==> src/rtl/ram_pkg.sv <==
// Shared RAM row constants and the encoder state type.
package ram_pkg;

    localparam int RAM_ROWS = 8;
    localparam int RAM_AW   = 3;

    typedef enum logic {
        ENC_IDLE,
        ENC_HOLD
    } encoder_state_t;

endpackage

==> src/rtl/ram_prio_pick.sv <==
// Combinational find-first-set over N bits, starting at i_offset and wrapping to index 0.
// Zero latency; no handshake.
module ram_prio_pick
    import ram_pkg::*;
#(
    parameter int N  = RAM_ROWS,
    parameter int AW = RAM_AW
) (
    input  logic [N-1:0]  vec,
    input  logic [AW-1:0] offset,
    output logic [AW-1:0] idx,
    output logic          found
);

    logic [AW-1:0] w_cand;

    // Walk from the far end down so the nearest candidate to the offset is written last.
    always_comb begin
        idx    = '0;
        w_cand = '0;
        for (int i = N - 1; i >= 0; i--) begin
            w_cand = offset + AW'(i);
            if (vec[w_cand]) begin
                idx = w_cand;
            end
        end
    end

    assign found = |vec;

endmodule

==> src/rtl/ram_addr_encoder_8x3.sv <==
// Sticky row-request collector issuing one encoded row address per valid/ready handshake.
// Request-to-valid latency 2 edges; addr_out is held until accepted. Define RR_PRIORITY_EN for round-robin.
module ram_addr_encoder_8x3
    import ram_pkg::*;
#(
    parameter int N  = RAM_ROWS,
    parameter int AW = RAM_AW
) (
    input  logic          clk,
    input  logic          rst,
    input  logic          en,
    input  logic [N-1:0]  req,
    input  logic          ready_in,
    output logic [AW-1:0] addr_out,
    output logic          valid_out,
    output logic [N-1:0]  pending,
    output logic          overflow,
    output logic          idle
);

    encoder_state_t r_state;
    logic [N-1:0]   r_pending;
    logic [AW-1:0]  r_addr;
    logic           r_valid;
    logic           r_overflow;

    logic [AW-1:0]  w_offset;
    logic [AW-1:0]  w_sel;
    logic           w_found;
    logic           w_load;
    logic [N-1:0]   w_clr;
    logic [N-1:0]   w_req_en;

`ifdef RR_PRIORITY_EN
    logic [AW-1:0]  r_ptr;

    always_ff @(posedge clk) begin
        if (rst) begin
            r_ptr <= '0;
        end else if (w_load) begin
            r_ptr <= w_sel + 1'b1;
        end
    end

    assign w_offset = r_ptr;
`else
    assign w_offset = '0;
`endif

    ram_prio_pick #(
        .N  (N),
        .AW (AW)
    ) u_pick (
        .vec    (r_pending),
        .offset (w_offset),
        .idx    (w_sel),
        .found  (w_found)
    );

    // The held address was cleared at its own load, so r_pending is already the remainder.
    assign w_load   = en & w_found & ((r_state == ENC_IDLE) | ready_in);
    assign w_clr    = w_load ? (N'(1) << w_sel) : '0;
    assign w_req_en = req & {N{en}};

    always_ff @(posedge clk) begin
        if (rst) begin
            r_state    <= ENC_IDLE;
            r_pending  <= '0;
            r_addr     <= '0;
            r_valid    <= 1'b0;
            r_overflow <= 1'b0;
        end else begin
            r_pending  <= (r_pending & ~w_clr) | w_req_en;
            r_overflow <= |(w_req_en & r_pending & ~w_clr);
            case (r_state)
                ENC_IDLE: begin
                    if (w_load) begin
                        r_addr  <= w_sel;
                        r_valid <= 1'b1;
                        r_state <= ENC_HOLD;
                    end else begin
                        r_valid <= 1'b0;
                    end
                end
                ENC_HOLD: begin
                    if (ready_in) begin
                        if (w_load) begin
                            r_addr <= w_sel;
                        end else begin
                            r_valid <= 1'b0;
                            r_state <= ENC_IDLE;
                        end
                    end
                end
                default: r_state <= ENC_IDLE;
            endcase
        end
    end

    assign addr_out  = r_addr;
    assign valid_out = r_valid;
    assign pending   = r_pending;
    assign overflow  = r_overflow;
    assign idle      = (r_pending == '0) & ~r_valid;

endmodule
==> config.mk <==
export PLATFORM = sky130hd
export DESIGN_NAME = ram_addr_encoder_8x3
export DESIGN_NICKNAME = d
export VERILOG_FILES = /design/src/rtl/ram_pkg.sv /design/src/rtl/ram_prio_pick.sv /design/src/rtl/ram_addr_encoder_8x3.sv
export SDC_FILE = /design/constraint.sdc
export NUM_CORES = 1
export LEC_CHECK = 0
export CORE_MARGIN = 1.5
export CORE_UTILIZATION = 40
export CTS_BUF_LIST = sky130_fd_sc_hd__clkbuf_8
export DETAILED_ROUTE_END_ITERATION = 7
export GPL_TIMING_DRIVEN = 0
export PLACE_DENSITY = 0.86
export SLEW_MARGIN = 10
export SYNTH_ARGS = -nofsm -noshare
export SYNTH_HDL_FRONTEND = slang
export SYNTH_SLANG_ARGS = --single-unit
==> constraint.sdc <==
create_clock -name clk -period 1.52 [get_ports clk]
set_input_delay 0.228 -clock clk [delete_from_list [all_inputs] [get_ports clk]]
set_output_delay 0.228 -clock clk [all_outputs]
set_load 0.05 [all_outputs]
==> flow_summary.ini <==
[clock_network]
cts_root_buf = clkbuf_8
numCtsBuffers = 3
clk_pin_slew_ns = 0.06
htreeDepth = 1
cts_buffer_depth = 2
insertion_delay_ns = 0.25
clock_sinks = 14
tritoncts = yes

[grt]
grt_pass1_vias = 733
grt_max_degree = 11
antenna_found_initial = 0
grt_pass1_wl_mm = 3.160
grt_use_total_pct = 21.21
overflow = 0

[pwr]
power_density_nw_per_um2 = 1012
power_leakage_nw = 0.4605
ir_worst_vdd_mv = 0.6980
p_total_mw = 1.105

[worst_setup_path]
critPathCaptureType = flop
max_stage_delay_ns = 0.36
crit_path_max_fanout = 4
path_class = flop to flop
worstPathCellList = nor4_4 -> buf_4 -> nand3_4 -> o311ai_2 -> and4_1 -> o22ai_1
critPathArrivalTime_ns = 1.76
cp_data_required_time_ns = 1.61
rr_worst_depth = 6
critPathLaunchType = flop
crit_slowest_cell = dfxtp_4

[die]
die_area_sq_um = 2015
start_util_pct = 44.52
top_level_ports = 26
rows = 14
die-width_um = 44.89
core-area_sq_um = 1577
die_h_um = 44.89

[synth]
syn_nets = 98
synth_top_cell_area_share_pct = 39.93
yosysTopAreaCell = dfxtp_1
synthTopCellsByCount = dfxtp_1, nand2_1, a21oi_1
yosys_warnings = 0
synthTopCellsByArea = dfxtp_1, a21oi_1, nand2_1, o21ai_0, a22oi_1
synth_edf_count = 0
synthCells = 86
ys.flop_type = dfxtp_1
async_flop_share_pct = 0
syn_area_per_cell_sq_um = 8.162
post-synth-top-count-cell = dfxtp_1
synth_seq_area_share_pct = 39.93
ys_ff_latch = 14
syn-cell-area_sq_um = 701.9
ys_types = 34

[drt]
via_per_inst = 6.104
vias = 824
first_pass_iters = 4
finalWirelength_mm = 2.107
drt_iter0_markers = 35
antenna_left = 0
route.detailed.drc = 0
post_drt_wl_per_cell_um = 15.61

[layout]
finish.net_count = 132
finish.instance_area_sq_um = 1091
drive_above_1_share_pct = 25.21
area_growth_pct = 55.44
n_antenna_cell = 0

[timing]
worst_slack_ns = -0.1506
slew_violations = 0
slew_headroom_pct = 65.24
max_freq_mhz = 598.6
rsz0062_at_grt = true
min_period_ns = 1.671
tightestPinTransition_ns = 0.5234
hold_viol_final = 0
min_period_over_period_pct = 109.9
finalSetupViolations = 2
finalClockSkew_ns = 0.008365

[place]
dp_hpwl_mm = 1.335
placed_area_sq_um = 987.2
portBuffers = 24
finalWeightedCongestion = 0.8504

[flow_run]
maxCapViolCount = 0

[status]
status = finished, violations left
violations = setup timing

[min_path]
hold_depth = 3
min_path_type = input pin to flop
cell usage in the layout, fill, tap and decap left out, drive strengths merged:
master         instances
dfxtp                 14
dlygate4sd2           11
clkdlybuf4s50         10
nand2                  9
a21oi                  8
nor2                   7
buf                    7
clkbuf                 7
inv                    6
o21ai                  6
nand3                  5
a22oi                  4
nand2b                 3
nor4                   2
o311ai                 2
nor2b                  1
o21ba                  1
o2111ai                1
o31ai                  1
o221a                  1
a21boi                 1
a31oi                  1
and3                   1
a311oi                 1
nand4                  1
o211ai                 1
and4                   1
a22o                   1
o31a                   1
o22ai                  1
o21bai                 1
nor3                   1
clkdlybuf4s15          1
worst max-delay path, delay by kind of cell (launching register included):
family / cells / cell delay (ns)
flops: 1 / 0.36
buf+inv: 1 / 0.18
compound gates: 2 / 0.33
simple gates: 3 / 0.65
per-stage QoR:
step | hold WS (ns) | cells | util (%) | setup TNS (ns) | worst slack, ns
finish | 0.3744 | 135 | 69.21 | -0.2582 | -0.1506
global route | 0.3672 | 135 | 69.21 | -0.4505 | -0.2464
CTS | 0.3421 | 135 | 67.14 | -0.1624 | -0.1078
detailed placement | 0.4555 | 126 | 62.62 | -1.357 | -0.5334
global placement | 0.4437 | 126 | 62.62 | -1.214 | -0.5214
floorplan | 0.3054 | 86 | - | 0 | 0.01125
kinds of logic (layout without fill, tap and decap cells):
family                 Yosys count  count (layout)  synth area share [%]
AOI/OAI and AO/OA               32              32                 30.84
buffers and inverters            9              42                 5.169
DFF                             14              14                 39.93
and+or+nand+nor                 31              31                 24.07
flip-flops by register name, indices dropped and copies added, names as in the netlist:
| register | flops |
|---|---|
| r_state | 1 |
| valid_out | 1 |
| addr_out | 3 |
| overflow | 1 |
| pending | 8 |
cell type report:
type                    count  area, sq um
plain buffers               4        17.52
clock buffers               3        41.29
clock inverters             1        3.754
fillers                   132        485.5
inverters                   5        18.77
multi-input cells          63        427.9
flip-flops and latches     14        297.8
well taps                  16        20.02
repair buffers             29        264.0
per-layer routing:
layer / global-route usage, % / up-vias / routed length (um)
li1: - / 387 / -
met1: 27.11 / 386 / 846
met2: 36.81 / 44 / 1073
met3: 3.200 / 7 / 167
met4: 6.471 / 0 / 19
met5: 0 / - / 0
repair_timing:
action,CTS,global route
endpoints found under the setup margin,18,10
cloned,0,0
pin swaps,4,4
hold buffers,0,0
gates resized for setup,21,11
setup buffers,5,0
where the power goes:
part,total [mW],switching [mW],internal (mW),leakage (nW)
Clock,0.312,0.133,0.179,0.0269
Sequential,0.428,0.0309,0.397,0.119
Combinational,0.365,0.227,0.138,0.314
Total,1.10,0.391,0.713,0.461
path summary, 6_finish.rpt:
check | endpoint | slack (ns) | from
setup / recovery | overflow | -0.15 | pending[2]
hold / removal | pending[5] | 0.37 | en
setup reg to reg | overflow | -0.15 | pending[2]
hold reg to reg | addr_out[0] | 0.48 | addr_out[0]
(Power assumes the default switching activity.)
